$ cat src/rtl/sump_cmd_decoder.sv
// SUMP host byte decoder: assembles 1-byte short and 5-byte long commands from UART bytes,
// strobes each completed command to the controller and aborts stalled or corrupted long commands.
module sump_cmd_decoder #(
    parameter int unsigned TIMEOUT_CYCLES = 100000,
    parameter logic [7:0]  LONG_MASK      = 8'h80
) (
    input  logic        clock,
    input  logic        reset,
    input  logic [7:0]  rx_data,
    input  logic        rx_valid,
    input  logic        rx_error,
    output logic [7:0]  opcode,
    output logic [31:0] command,
    output logic        cmd_recv_rx,
    output logic        cmd_abort,
    output logic        busy
);

    localparam int unsigned TW = (TIMEOUT_CYCLES > 2) ? $clog2(TIMEOUT_CYCLES) : 1;
    // Abort is registered, so the decision is taken one cycle before the pulse is due.
    localparam logic [TW-1:0] TIMER_LIMIT = TW'(TIMEOUT_CYCLES - 2);
    localparam logic [TW-1:0] TIMER_MAX   = TW'(TIMEOUT_CYCLES - 1);

    typedef enum logic {
        IDLE = 1'b0,
        ARG  = 1'b1
    } state_t;

    state_t        r_state;
    logic [1:0]    r_count;
    logic [TW-1:0] r_timer;
    logic [7:0]    r_stageOp;
    logic [31:0]   r_stageArg;
    logic [7:0]    r_opcode;
    logic [31:0]   r_command;
    logic          r_recv;
    logic          r_abort;

    state_t        w_stateNext;
    logic [1:0]    w_countNext;
    logic [TW-1:0] w_timerNext;
    logic [7:0]    w_stageOpNext;
    logic [31:0]   w_stageArgNext;
    logic [7:0]    w_opcodeNext;
    logic [31:0]   w_commandNext;
    logic          w_recvNext;
    logic          w_abortNext;
    logic          w_isLong;

    assign w_isLong = (rx_data & LONG_MASK) != 8'h00;

    always_ff @(posedge clock) begin
        if (reset) begin
            r_state    <= IDLE;
            r_count    <= 2'd0;
            r_timer    <= '0;
            r_stageOp  <= 8'h00;
            r_stageArg <= 32'h0;
            r_opcode   <= 8'h00;
            r_command  <= 32'h0;
            r_recv     <= 1'b0;
            r_abort    <= 1'b0;
        end else begin
            r_state    <= w_stateNext;
            r_count    <= w_countNext;
            r_timer    <= w_timerNext;
            r_stageOp  <= w_stageOpNext;
            r_stageArg <= w_stageArgNext;
            r_opcode   <= w_opcodeNext;
            r_command  <= w_commandNext;
            r_recv     <= w_recvNext;
            r_abort    <= w_abortNext;
        end
    end

    always_comb begin
        w_stateNext    = r_state;
        w_countNext    = r_count;
        w_timerNext    = r_timer;
        w_stageOpNext  = r_stageOp;
        w_stageArgNext = r_stageArg;
        w_opcodeNext   = r_opcode;
        w_commandNext  = r_command;
        w_recvNext     = 1'b0;
        w_abortNext    = 1'b0;
        case (r_state)
            IDLE: begin
                if (rx_valid && !rx_error) begin
                    if (w_isLong) begin
                        w_stageOpNext  = rx_data;
                        w_stageArgNext = 32'h0;
                        w_countNext    = 2'd0;
                        w_timerNext    = '0;
                        w_stateNext    = ARG;
                    end else begin
                        w_opcodeNext  = rx_data;
                        w_commandNext = 32'h0;
                        w_recvNext    = 1'b1;
                    end
                end
            end
            ARG: begin
                if (rx_valid) begin
                    if (rx_error) begin
                        w_abortNext = 1'b1;
                        w_stateNext = IDLE;
                    end else begin
                        // Argument arrives least-significant byte first.
                        w_stageArgNext[8*r_count +: 8] = rx_data;
                        w_timerNext = '0;
                        w_countNext = r_count + 2'd1;
                        if (r_count == 2'd3) begin
                            w_opcodeNext  = r_stageOp;
                            w_commandNext = w_stageArgNext;
                            w_recvNext    = 1'b1;
                            w_stateNext   = IDLE;
                        end
                    end
                end else if (r_timer == TIMER_LIMIT) begin
                    w_abortNext = 1'b1;
                    w_stateNext = IDLE;
                end else if (r_timer != TIMER_MAX) begin
                    w_timerNext = r_timer + TW'(1);
                end
            end
            default: w_stateNext = IDLE;
        endcase
    end

    assign opcode      = r_opcode;
    assign command     = r_command;
    assign cmd_recv_rx = r_recv;
    assign cmd_abort   = r_abort;
    assign busy        = (r_state == ARG);

endmodule
$ cat config.mk
export PLATFORM = sky130hd
export DESIGN_NAME = sump_cmd_decoder
export DESIGN_NICKNAME = d
export VERILOG_FILES = /design/src/rtl/sump_cmd_decoder.sv
export SDC_FILE = /design/constraint.sdc
export NUM_CORES = 1
export LEC_CHECK = 0
export BUFFER_PORTS_ARGS = -buffer_cell sky130_fd_sc_hd__buf_2
export CORE_MARGIN = 3
export CORE_UTILIZATION = 45
export CTS_CLUSTER_DIAMETER = 40
export DETAILED_ROUTE_END_ITERATION = 8
export PLACE_DENSITY = 0.65
export SYNTH_ARGS = -nofsm -noshare
export SYNTH_HDL_FRONTEND = slang
export SYNTH_SLANG_ARGS = --single-unit
$ cat constraint.sdc
create_clock -name clock -period 2.63 [get_ports clock]
set_clock_uncertainty 0.1 [all_clocks]
set_input_delay 0.1315 -clock clock [delete_from_list [all_inputs] [get_ports clock]]
set_output_delay 0.1315 -clock clock [all_outputs]
set_load 0.01 [all_outputs]
==> metrics, run 1 <==
Worst R2R End r_stageArg[3]$_SDFFE_PP0P_; f_max 0.460 GHz; Final Total Pwr 2750 uW; clock edge transition at the registers on the reported setup and hold paths 0.10 ns; number of pins with negative max-slew slack in the final report 0; fraction of final layout cells with drive strength greater than 1 14.8%; Worst setup SP type flop; First DRT Iteration DRCs 308; detailed-route DRC error count 0; outcome finished clean; Critical Path AT 2.38 ns; total power density per cell area 519 nW/um^2; area of all placed cells without fillers 5300 um^2; effective utilization at floorplan 47.0%; actual transition at the worst max-transition pin 0.678 ns; port buffer count 54; warnings from Yosys 0; Netlist cell types 44; global routing usage summed across all routing layers 20.8%; Data required, critical path 2.83 ns; share of synthesized area occupied by flip-flops and latches 43.6%; total number of clock tree sinks 102; Initial DRT Pass Iterations 5; maximum level of the CTS H-tree 3; final worst path period need 2.18 ns; DIE WIDTH 108 um; internal power contribution 2010 uW; count of antenna-violating nets left after detailed routing 0; RSZ-0062 raised after global routing false; via count of the first global-routing pass 4008; count of standard-cell rows 36; post-detailed-route wirelength per cell 15.3 um; number of standard cells after synthesis 585; clock tree from TritonCTS yes; Final Hold Vio Count 0; r2r startpoint r_count[0]$_SDFFE_PP0P_; worst-case hold slack 0.0132 ns; die area 11700 um^2; sink of the worst hold path r_stageOp[4]$_SDFFE_PP0P_; netlist area before placement 4680 um^2; post-cts sizing count 0; CP endpoint kind flop; Comb pwr share 7.7%; Clk Latency, worst-skew pair 0.36 ns; buffer cell driving the clock tree root sky130_fd_sc_hd__clkbuf_8; placer congestion estimate 0.819; number of antenna repair diodes 0; ports placed on the boundary 55; logic depth of the worst register-to-register path 8; Yosys reg bits 102; final wirelength 11700 um; portion of the clock cycle consumed by the worst path in the final layout 82.7%; Mapped Nets 605; overall die height 108 um; number of fillers in the final layout 949; switching power as a share of total power 26.8%; switching power summed over all nets 736 uW; clock network power share 35.3%; Syn-to-layout area delta 13.2%; number of enable flip-flop cells after synthesis 0; Post-DP HPWL 7670 um; relative slew slack 54.8%; Hold/Removal Path Class primary input to flop; per-cell via count in the routed design 5.53; Finished Core Util 53.2%; total number of vias 4244; largest net degree at the start of global routing 46; ys async rst share 0%; number of maximum-capacitance violations 0; Reg power frac 57.0%; Total Nets Final 649; Post-CTS Setup Repair Bufs 0; origin of the worst min-delay path rx_data[4]; Final TNS setup 0 ns; highest fanout seen on the critical path 9; flop-to-flop setup slack 0.45 ns; Overflow after GRT 0; number of clock buffers inserted by TritonCTS 9; cell area reported after detailed placement 5070 um^2; wire length of the first global-routing pass 19700 um; cell leakage power 0.00190 uW; final number of setup-violating endpoints 0; hold depth 3; mean instance size in the synthesized netlist 8.00 um^2; CORE AREA 9950 um^2; ys flop type sky130_fd_sc_hd__dfxtp_1; initial antenna violation count 0; clock buffer depth 2; type of the worst setup path flop to flop; maximum resistive drop on vdd 0.313 mV
-- synth_stat cells (2+ instances only) --
| cell | count | area share (%) |
|---|---|---|
| sky130_fd_sc_hd__o21ai_0 | 6 | 0.64 |
| sky130_fd_sc_hd__mux2i_1 | 7 | 1.5 |
| sky130_fd_sc_hd__inv_1 | 6 | 0.48 |
| sky130_fd_sc_hd__a31oi_1 | 6 | 0.80 |
| sky130_fd_sc_hd__nor2b_1 | 67 | 9.0 |
| sky130_fd_sc_hd__and3_1 | 4 | 0.53 |
| sky130_fd_sc_hd__and4bb_1 | 2 | 0.53 |
| sky130_fd_sc_hd__a41oi_1 | 2 | 0.37 |
| sky130_fd_sc_hd__a21oi_1 | 90 | 9.6 |
| sky130_fd_sc_hd__or3_1 | 3 | 0.40 |
| sky130_fd_sc_hd__clkbuf_1 | 28 | 2.2 |
| sky130_fd_sc_hd__nor4bb_1 | 3 | 0.64 |
| sky130_fd_sc_hd__a311oi_1 | 6 | 1.1 |
| sky130_fd_sc_hd__nand2b_1 | 3 | 0.40 |
| sky130_fd_sc_hd__nand2_1 | 94 | 7.5 |
| sky130_fd_sc_hd__nor2_1 | 53 | 4.3 |
| sky130_fd_sc_hd__buf_4 | 2 | 0.32 |
| sky130_fd_sc_hd__a22oi_1 | 32 | 5.1 |
| sky130_fd_sc_hd__dfxtp_1 | 102 | 44 |
| sky130_fd_sc_hd__nand3_1 | 6 | 0.64 |
| sky130_fd_sc_hd__and2_1 | 3 | 0.40 |
| sky130_fd_sc_hd__nor3_1 | 2 | 0.21 |
| sky130_fd_sc_hd__buf_2 | 11 | 1.2 |
| sky130_fd_sc_hd__and4_1 | 2 | 0.37 |
| sky130_fd_sc_hd__ha_1 | 8 | 2.1 |
| sky130_fd_sc_hd__nand4_1 | 7 | 0.94 |
| sky130_fd_sc_hd__a211oi_1 | 8 | 1.3 |
| sky130_fd_sc_hd__o21ai_1 | 6 | 0.64 |
-- critical path, stage by stage, from the launching register on --
cell                       delay, ns
sky130_fd_sc_hd__dfxtp_1        0.49
sky130_fd_sc_hd__inv_1          0.15
sky130_fd_sc_hd__ha_1           0.38
sky130_fd_sc_hd__nor4bb_1       0.31
sky130_fd_sc_hd__buf_4          0.22
sky130_fd_sc_hd__a21oi_1        0.07
sky130_fd_sc_hd__nor2b_1        0.19
sky130_fd_sc_hd__nand2_1        0.08
sky130_fd_sc_hd__a21oi_1        0.13
-- kinds of logic after synthesis --
family	after synthesis	synth area share [%]
simple gates	256	27.1
compound gates	165	21.4
flops	102	43.6
buf+inv	47	4.22
fa+ha+maj	8	2.14
mux	7	1.50
-- worst max-delay path by stage --
stage	end	startpoint	cells after the start
2_1_floorplan	r_stageArg[1]$_SDFFE_PP0P_	r_count[0]$_SDFFE_PP0P_	8
3_3_place_gp	r_stageArg[2]$_SDFFE_PP0P_	r_count[0]$_SDFFE_PP0P_	8
3_5_place_dp	r_stageArg[3]$_SDFFE_PP0P_	r_count[0]$_SDFFE_PP0P_	8
4_1_cts	r_stageArg[3]$_SDFFE_PP0P_	r_count[0]$_SDFFE_PP0P_	8
5_1_grt	r_stageArg[14]$_SDFFE_PP0P_	r_count[0]$_SDFFE_PP0P_	7
6_report	r_stageArg[3]$_SDFFE_PP0P_	r_count[0]$_SDFFE_PP0P_	8
-- state kept, by name (all words and copies together), names as in the netlist --
register	count
busy	1
cmd_abort	1
cmd_recv_rx	1
command	32
opcode	8
r_count	2
r_stageArg	32
r_stageOp	8
r_timer	17
-- power groups by stage --
stage | Sequential [uW] | Clock [uW] | Combinational, uW
floorplan | 1600 | 0 | 126
detailed placement | 1600 | 0 | 209
global placement | 1600 | 0 | 207
CTS | 1570 | 988 | 213
global route | 1570 | 1050 | 233
finish | 1570 | 969 | 213
-- per-stage QoR --
| stage | instances | setup WS (ns) |
|---|---|---|
| floorplan | 585 | 0.701 |
| global placement | 748 | 0.570 |
| detailed placement | 748 | 0.511 |
| CTS | 767 | 0.467 |
| global route | 767 | 0.247 |
| finish | 767 | 0.454 |
-- area by class of cell --
class / instances / area (um^2) / share of cell area (%)
Timing Repair Buffer: 74 / 428 / 8.08
Clock buffer: 10 / 138 / 2.60
Tap cell: 133 / 166 / 3.14
Multi-Input combinational cell: 436 / 2450 / 46.2
Sequential cell: 102 / 2040 / 38.6
Inverter: 6 / 22.5 / 0.425
Clock inverter: 6 / 52.6 / 0.992
-- metal layers --
| metal | vias to the layer above | GRT usage (%) | wire length (um) |
|---|---|---|---|
| met3 | 10 | 4.18 | 726 |
| li1 | 2114 | - | - |
| met4 | 0 | 4.69 | 117 |
| met1 | 1992 | 29.0 | 5520 |
| met2 | 128 | 33.6 | 5380 |
| met5 | - | 0 | 0 |
-- layout by cell type, fill, tap and decap left out, types with 3 or more instances in the layout --
| master | instances |
|---|---|
| sky130_fd_sc_hd__or3_1 | 3 |
| sky130_fd_sc_hd__and2_1 | 3 |
| sky130_fd_sc_hd__buf_2 | 54 |
| sky130_fd_sc_hd__dlygate4sd3_1 | 3 |
| sky130_fd_sc_hd__a311oi_1 | 6 |
| sky130_fd_sc_hd__nor4bb_1 | 3 |
| sky130_fd_sc_hd__inv_1 | 6 |
| sky130_fd_sc_hd__nand4_1 | 7 |
| sky130_fd_sc_hd__nand3_1 | 6 |
| sky130_fd_sc_hd__a22oi_1 | 32 |
| sky130_fd_sc_hd__buf_4 | 17 |
| sky130_fd_sc_hd__clkbuf_8 | 10 |
| sky130_fd_sc_hd__mux2i_1 | 7 |
| sky130_fd_sc_hd__nor2_1 | 53 |
| sky130_fd_sc_hd__and3_1 | 4 |
| sky130_fd_sc_hd__a31oi_1 | 6 |
| sky130_fd_sc_hd__o21ai_0 | 6 |
| sky130_fd_sc_hd__o21ai_1 | 5 |
| sky130_fd_sc_hd__a211oi_1 | 8 |
| sky130_fd_sc_hd__nor2b_1 | 66 |
| sky130_fd_sc_hd__nand2_1 | 94 |
| sky130_fd_sc_hd__a21oi_1 | 90 |
| sky130_fd_sc_hd__dfxtp_1 | 102 |
| sky130_fd_sc_hd__inv_6 | 3 |
| sky130_fd_sc_hd__nand2b_1 | 3 |
| sky130_fd_sc_hd__ha_1 | 8 |
-- what timing repair did --
| item | 4_1_cts | 5_1_grt |
|---|---|---|
| endpoints found under the setup margin | 0 | 0 |
| hold buffers | 3 | 0 |
| hold endpoints to repair | 3 | 0 |
Note: power is estimated with default switching activity, not from simulation.
==> inputs of run 2 (changes only) <==
==> constraint.sdc (replaced) <==
create_clock -name clock -period 2.13 [get_ports clock]
set_clock_uncertainty 0.1 [all_clocks]
set_input_delay 0.1065 -clock clock [delete_from_list [all_inputs] [get_ports clock]]
set_output_delay 0.1065 -clock clock [all_outputs]
set_load 0.01 [all_outputs]
==> run 2 against run 1 <==
Net effect: clock power increased by 15%; cell area rose by 2.0%; worst setup slack got worse by 0.28 ns; first-iteration DRC count decreased by 27%; critical path depth down 1; die area did not move; hold slack worse by 0.00057 ns; global-route usage up 0.086 points; routed wire length grew 1.0%; power up 21%; fmax up 11%; critical endpoint is now r_timer[10]$_SDFFE_PP0P_; largest power group unchanged.
==> metrics, run 2 (synthesis gave the netlist of run 1 again) <==
via count of the first global-routing pass 4124 (was 4008); area of all placed cells without fillers 5400 um^2 (was 5300 um^2); portion of the clock cycle consumed by the worst path in the final layout 91.9% (was 82.7%); CORE AREA 9950 um^2 (unchanged); cell area reported after detailed placement 5130 um^2 (was 5070 um^2); Slowest Stage Delay on Critical Path 0.50 ns (was 0.49 ns); outcome finished clean (unchanged); highest fanout seen on the critical path 13 (was 9); relative slew slack 60.7% (was 54.8%); hold depth 4 (was 3); final wirelength 11900 um (was 11700 um); Final Total Pwr 3320 uW (was 2750 uW); number of cells on the critical path 7 (was 8); total number of clock tree sinks 102 (unchanged); fraction of final layout cells with drive strength greater than 1 15.8% (was 14.8%); cell family with the largest share of critical-path delay simple AND/OR/NAND/NOR gates (unchanged); wire length of the first global-routing pass 19800 um (was 19700 um); final number of setup-violating endpoints 0 (unchanged); Worst R2R End r_timer[10]$_SDFFE_PP0P_ (was r_stageArg[3]$_SDFFE_PP0P_); Final TNS setup 0 ns (unchanged); Data required, critical path 2.31 ns (was 2.83 ns); final worst setup slack 0.172 ns (was 0.454 ns); per-cell via count in the routed design 5.51 (was 5.53); Post-DP HPWL 7750 um (was 7670 um); clock tree from TritonCTS yes (unchanged); Total Nets Final 660 (was 649); Post-CTS Setup Repair Bufs 0 (unchanged); most used cells in the layout excluding fill and tap cells 101 x sky130_fd_sc_hd__dfxtp_1, 94 x sky130_fd_sc_hd__nand2_1, 89 x sky130_fd_sc_hd__a21oi_1, 66 x sky130_fd_sc_hd__nor2b_1, 54 x sky130_fd_sc_hd__buf_2 (was 102 x sky130_fd_sc_hd__dfxtp_1, 94 x sky130_fd_sc_hd__nand2_1, 90 x sky130_fd_sc_hd__a21oi_1, 66 x sky130_fd_sc_hd__nor2b_1, 54 x sky130_fd_sc_hd__buf_2); final worst path period need 1.96 ns (was 2.18 ns); Bufs and invs on worst path 2 (unchanged); sink of the worst hold path r_timer[3]$_SDFFE_PP0P_ (was r_stageOp[4]$_SDFFE_PP0P_); ports placed on the boundary 55 (unchanged); leading cell type in the layout, fill and taps excluded sky130_fd_sc_hd__dfxtp_1 (unchanged); initial antenna violation count 0 (unchanged); Final Hold Vio Count 0 (unchanged); clock buffer depth 2 (unchanged); largest net degree at the start of global routing 66 (was 46); Worst setup SP type flop (unchanged); logic depth of the worst register-to-register path 7 (was 8); Overflow after GRT 0 (unchanged); port buffer count 54 (unchanged); Initial DRT Pass Iterations 5 (unchanged); DIE WIDTH 108 um (unchanged); crit path max-delay cell type sky130_fd_sc_hd__or4_1 (was sky130_fd_sc_hd__dfxtp_1); number of pins with negative max-slew slack in the final report 0 (unchanged); sequence of cells on the critical path inv_1 > ha_1 > a21oi_2 > o31ai_2 > buf_4 > or4_1 > a21oi_1 (was inv_1 > ha_1 > nor4bb_1 > buf_4 > a21oi_1 > nor2b_1 > nand2_1 > a21oi_1); First DRT Iteration DRCs 224 (was 308); count of standard-cell rows 36 (unchanged); RSZ-0062 raised after global routing false (unchanged); origin of the worst min-delay path reset (was rx_data[4]); post-detailed-route wirelength per cell 15.2 um (was 15.3 um); Hold/Removal Path Class primary input to flop (unchanged); clock edge transition at the registers on the reported setup and hold paths 0.10 ns (about the same); total power density per cell area 615 nW/um^2 (was 519 nW/um^2); number of maximum-capacitance violations 0 (unchanged); r2r startpoint r_timer[0]$_SDFFE_PP0P_ (was r_count[0]$_SDFFE_PP0P_); number of clock buffers inserted by TritonCTS 9 (unchanged); f_max 0.511 GHz (was 0.460 GHz); total number of vias 4283 (was 4244); effective utilization at floorplan 47.0% (unchanged); Critical Path AT 2.14 ns (was 2.38 ns); pre-CTS WS 0.137 ns (was 0.511 ns); maximum resistive drop on vdd 0.294 mV (was 0.313 mV); die area 11700 um^2 (unchanged); number of placed cells counting well taps 754 (was 748); flop-to-flop setup slack 0.17 ns (was 0.45 ns); overall die height 108 um (unchanged); number of antenna repair diodes 0 (unchanged); maximum level of the CTS H-tree 3 (unchanged); detailed-route DRC error count 0 (unchanged); post-layout instance count excluding filler cells 778 (was 767); number of fillers in the final layout 978 (was 949); placer congestion estimate 0.902 (was 0.819); count of antenna-violating nets left after detailed routing 0 (unchanged); CP endpoint kind flop (unchanged); actual transition at the worst max-transition pin 0.589 ns (was 0.678 ns); cell leakage power 0.00195 uW (was 0.00190 uW); buffer cell driving the clock tree root sky130_fd_sc_hd__clkbuf_8 (unchanged); Clk Latency, worst-skew pair 0.36 ns (about the same); global routing usage summed across all routing layers 20.9% (was 20.8%); type of the worst setup path flop to flop (unchanged); Syn-to-layout area delta 15.4% (was 13.2%)
[run 2: changes by cell type in the layout (fill, tap and decap cells not counted), sizes merged]
cell	previous run	this run
dlygate4sd3	3	8
clkinvlp	2	1
inv	10	7
clkinv	0	4
buf	71	77
[run 2: worst max-delay path by stage]
stage	startpoint	endpoint
global route	r_timer[0]$_SDFFE_PP0P_	r_timer[10]$_SDFFE_PP0P_
global placement	r_count[1]$_SDFFE_PP0P_	r_stageArg[29]$_SDFFE_PP0P_
detailed placement	r_count[1]$_SDFFE_PP0P_	r_stageArg[29]$_SDFFE_PP0P_
CTS	r_count[1]$_SDFFE_PP0P_	r_stageArg[29]$_SDFFE_PP0P_
floorplan	r_count[0]$_SDFFE_PP0P_	r_stageArg[1]$_SDFFE_PP0P_
finish	r_timer[0]$_SDFFE_PP0P_	r_timer[10]$_SDFFE_PP0P_
[run 2: what timing repair did]
action / CTS / global route
hold endpoints to repair: 8 / 0
setup endpoints to repair: 0 / 10
hold buffers: 8 / 0
gates resized for setup: 0 / 4
[run 2: per-stage QoR]
step / hold WS [ns] / utilization (%)
2_1_floorplan: 0.142 / -
3_3_place_gp: 0.333 / 51.6
3_5_place_dp: 0.342 / 51.6
4_1_cts: 0.00660 / 54.1
5_1_grt: 0.0324 / 54.2
6_report: 0.0126 / 54.2
[run 2: final cells by class]
| class | instances | area, um^2 | share of cell area, % |
|---|---|---|---|
| clock buffers | 10 | 128 | 2.36 |
| clock inverters | 6 | 47.5 | 0.881 |
| inverters | 6 | 22.5 | 0.417 |
| multi-input cells | 436 | 2460 | 45.5 |
| flip-flops and latches | 102 | 2040 | 37.8 |
| well taps | 133 | 166 | 3.08 |
| repair buffers | 85 | 536 | 9.92 |
[run 2: where the power goes]
part,internal [uW],switching (uW),total (uW),leakage [uW]
clock network,434,678,1110,0.0000868
logic,92.0,184,276,0.00104
registers,1920,8.41,1930,0.000824
total,2450,871,3320,0.00195
[run 2: tightest hold or removal path, stage by stage]
cell and delay [ns]:
sky130_fd_sc_hd__buf_2 0.13, sky130_fd_sc_hd__inv_1 0.10, sky130_fd_sc_hd__nand2_1 0.07, sky130_fd_sc_hd__a21oi_1 0.03
[run 2: per-layer routing]
layer | track usage, % | wire (um) | vias to the layer above | part of all wire, %
met5 | 0 | 0 | - | 0
met4 | 7.48 | 195 | 0 | 1.6
met3 | 2.81 | 582 | 13 | 4.9
met2 | 34.4 | 5540 | 110 | 47
met1 | 28.3 | 5540 | 2022 | 47
li1 | - | - | 2138 | -
==> inputs of run 3 (changes only) <==
--- a/config.mk
+++ b/config.mk
@@ -8,6 +8,7 @@
 export BUFFER_PORTS_ARGS = -buffer_cell sky130_fd_sc_hd__buf_2
 export CORE_MARGIN = 3
 export CORE_UTILIZATION = 45
+export CTS_BUF_LIST = sky130_fd_sc_hd__clkbuf_4 sky130_fd_sc_hd__clkbuf_8
 export CTS_CLUSTER_DIAMETER = 40
 export DETAILED_ROUTE_END_ITERATION = 8
 export PLACE_DENSITY = 0.65
==> run 3 against run 2 <==
Net effect: first-iteration DRC count grew 1.3%; via count shrank 0.33%; critical endpoint unchanged; flip-flop and latch count is the same; highest routed layer unchanged.
==> metrics, run 3 (synthesis gave the netlist of run 1 again) <==
outcome finished clean (unchanged); Overflow after GRT 0 (unchanged); CP Capture Point r_timer[10]$_SDFFE_PP0P_ (unchanged); Bufs and invs on worst path 2 (unchanged); highest fanout seen on the critical path 13 (unchanged); total power density per cell area 617 nW/um^2 (was 615 nW/um^2); switching power summed over all nets 870 uW (was 871 uW); RSZ-0062 raised after global routing false (unchanged); ports placed on the boundary 55 (unchanged); final wirelength 11800 um (was 11900 um); Initial DRT Pass Iterations 4 (was 5); Post-DP HPWL 7750 um (unchanged); placer congestion estimate 0.902 (unchanged); per-cell via count in the routed design 5.49 (was 5.51); sequence of cells on the critical path inv_1 > ha_1 > a21oi_2 > o31ai_2 > buf_4 > or4_1 > a21oi_1 (unchanged); number of cells on the critical path 7 (unchanged); effective utilization at floorplan 47.0% (unchanged); type of the worst setup path flop to flop (unchanged); number of antenna repair diodes 0 (unchanged); portion of the clock cycle consumed by the worst path in the final layout 92.0% (was 91.9%); number of maximum-capacitance violations 0 (unchanged); Worst R2R End r_timer[10]$_SDFFE_PP0P_ (unchanged); Hold/Removal Path Class primary input to flop (unchanged); Comb pwr share 8.3% (about the same); clock tree from TritonCTS yes (unchanged); port buffer count 54 (unchanged); via count of the first global-routing pass 4123 (was 4124); final number of setup-violating endpoints 0 (unchanged); Final TNS setup 0 ns (unchanged); Clk Latency, worst-skew pair 0.36 ns (about the same); fraction of final layout cells with drive strength greater than 1 16.0% (was 15.8%); r2r startpoint r_timer[0]$_SDFFE_PP0P_ (unchanged); Slowest Stage Delay on Critical Path 0.50 ns (about the same); DIE WIDTH 108 um (unchanged); clock edge transition at the registers on the reported setup and hold paths 0.10 ns (about the same); CORE AREA 9950 um^2 (unchanged); initial antenna violation count 0 (unchanged); actual transition at the worst max-transition pin 0.595 ns (was 0.589 ns); clock network power share 33.7% (was 33.5%); most used cells in the layout excluding fill and tap cells 101 x sky130_fd_sc_hd__dfxtp_1, 94 x sky130_fd_sc_hd__nand2_1, 89 x sky130_fd_sc_hd__a21oi_1, 66 x sky130_fd_sc_hd__nor2b_1, 54 x sky130_fd_sc_hd__buf_2 (unchanged); number of pins with negative max-slew slack in the final report 0 (unchanged); number of placed cells counting well taps 754 (unchanged); total number of clock tree sinks 102 (unchanged); logic depth of the worst register-to-register path 7 (unchanged); Data required, critical path 2.31 ns (about the same); leading cell type in the layout, fill and taps excluded sky130_fd_sc_hd__dfxtp_1 (unchanged); number of clock buffers inserted by TritonCTS 9 (unchanged); global routing usage summed across all routing layers 20.9% (unchanged); maximum resistive drop on vdd 0.295 mV (was 0.294 mV); Worst Setup SP r_timer[0]$_SDFFE_PP0P_ (unchanged); buffer cell driving the clock tree root sky130_fd_sc_hd__clkbuf_8 (unchanged); CP endpoint kind flop (unchanged); count of antenna-violating nets left after detailed routing 0 (unchanged); Worst setup SP type flop (unchanged); First DRT Iteration DRCs 227 (was 224); clock buffer depth 2 (unchanged); maximum level of the CTS H-tree 3 (unchanged); Reg power frac 58.0% (was 58.2%); f_max 0.511 GHz (about the same); count of standard-cell rows 36 (unchanged); Total Nets Final 660 (unchanged); total number of vias 4269 (was 4283); Final Hold Vio Count 0 (unchanged); cell family with the largest share of critical-path delay simple AND/OR/NAND/NOR gates (unchanged); flop-to-flop setup slack 0.17 ns (about the same); post-layout instance count excluding filler cells 778 (unchanged); cell leakage power 0.00196 uW (was 0.00195 uW); largest net degree at the start of global routing 66 (unchanged); internal power contribution 2460 uW (was 2450 uW); die area 11700 um^2 (unchanged); final worst path period need 1.96 ns (about the same); relative slew slack 60.4% (was 60.7%); wire length of the first global-routing pass 19800 um (unchanged); overall die height 108 um (unchanged); crit path max-delay cell type sky130_fd_sc_hd__or4_1 (unchanged); Critical Path AT 2.14 ns (about the same); switching power as a share of total power 26.1% (was 26.2%); Syn-to-layout area delta 15.5% (was 15.4%); post-detailed-route wirelength per cell 15.2 um (about the same); detailed-route DRC error count 0 (unchanged)
==> run 3: cell count changes in the layout (fill, tap and decap cells not counted) <==
| cell | change |
|---|---|
| sky130_fd_sc_hd__clkbuf_4 | +1 |
| sky130_fd_sc_hd__clkbuf_1 | -1 |
==> run 3: metrics by stage <==
stage	worst slack, ns	power, uW	hold slack (ns)	area (um^2)	util, %
after global routing	0.000752	3470	0.0324	5400	54.3
after floorplan	0.201	2140	0.142	4680	-
after global placement	0.172	2240	0.333	5130	51.6
after CTS	0.117	3380	0.00660	5390	54.2
final	0.171	3330	0.0128	5400	54.3
after detailed placement	0.137	2240	0.342	5130	51.6
==> run 3: what timing repair did <==
action | CTS | global route
setup endpoints to repair | 0 | 10
hold buffers | 8 | 0
resized for setup | 0 | 4
buffers inserted | 0 | 0
endpoints found under the hold margin | 8 | 0
==> run 3: area by class of cell <==
class | count | area (um^2)
clock buffers | 10 | 131
clock inverters | 6 | 47.5
fillers | 977 | 4550
inverters | 6 | 22.5
multi-input cells | 436 | 2460
flip-flops and latches | 102 | 2040
well taps | 133 | 166
repair buffers | 85 | 536
==> run 3: per-layer routing <==
layer / global-route usage (%) / part of all wire, % / vias to the layer above
met5: 0 / 0 / -
met4: 7.48 / 1.6 / 0
met3: 2.81 / 4.4 / 13
met2: 34.4 / 47 / 106
met1: 28.3 / 47 / 2012
li1: - / - / 2138
==> run 3: worst min path at each step <==
stage / from / to / slack, ns / depth (start not counted)
CTS: reset / r_timer[3]$_SDFFE_PP0P_ / 0.007 / 4
global placement: r_stageArg[31]$_SDFFE_PP0P_ / r_stageArg[31]$_SDFFE_PP0P_ / 0.33 / 2
global route: rx_valid / cmd_abort$_SDFF_PP0_ / 0.03 / 3
finish: reset / r_timer[3]$_SDFFE_PP0P_ / 0.01 / 4
detailed placement: r_stageArg[7]$_SDFFE_PP0P_ / r_stageArg[7]$_SDFFE_PP0P_ / 0.34 / 2
floorplan: rx_data[0] / r_stageOp[0]$_SDFFE_PP0P_ / 0.14 / 2
==> run 3: power groups by stage <==
stage	registers (uW)	clock network [uW]	logic, uW
2_1_floorplan	1980	0	156
3_3_place_gp	1980	0	261
3_5_place_dp	1980	0	264
4_1_cts	1930	1170	276
5_1_grt	1940	1240	300
6_report	1930	1120	276
==> run 3: worst register-to-register path: stages (launching register included) <==
cell	delay, ns
sky130_fd_sc_hd__dfxtp_1	0.39
sky130_fd_sc_hd__inv_1	0.07
sky130_fd_sc_hd__ha_1	0.24
sky130_fd_sc_hd__a21oi_2	0.16
sky130_fd_sc_hd__o31ai_2	0.08
sky130_fd_sc_hd__buf_4	0.19
sky130_fd_sc_hd__or4_1	0.50
sky130_fd_sc_hd__a21oi_1	0.15
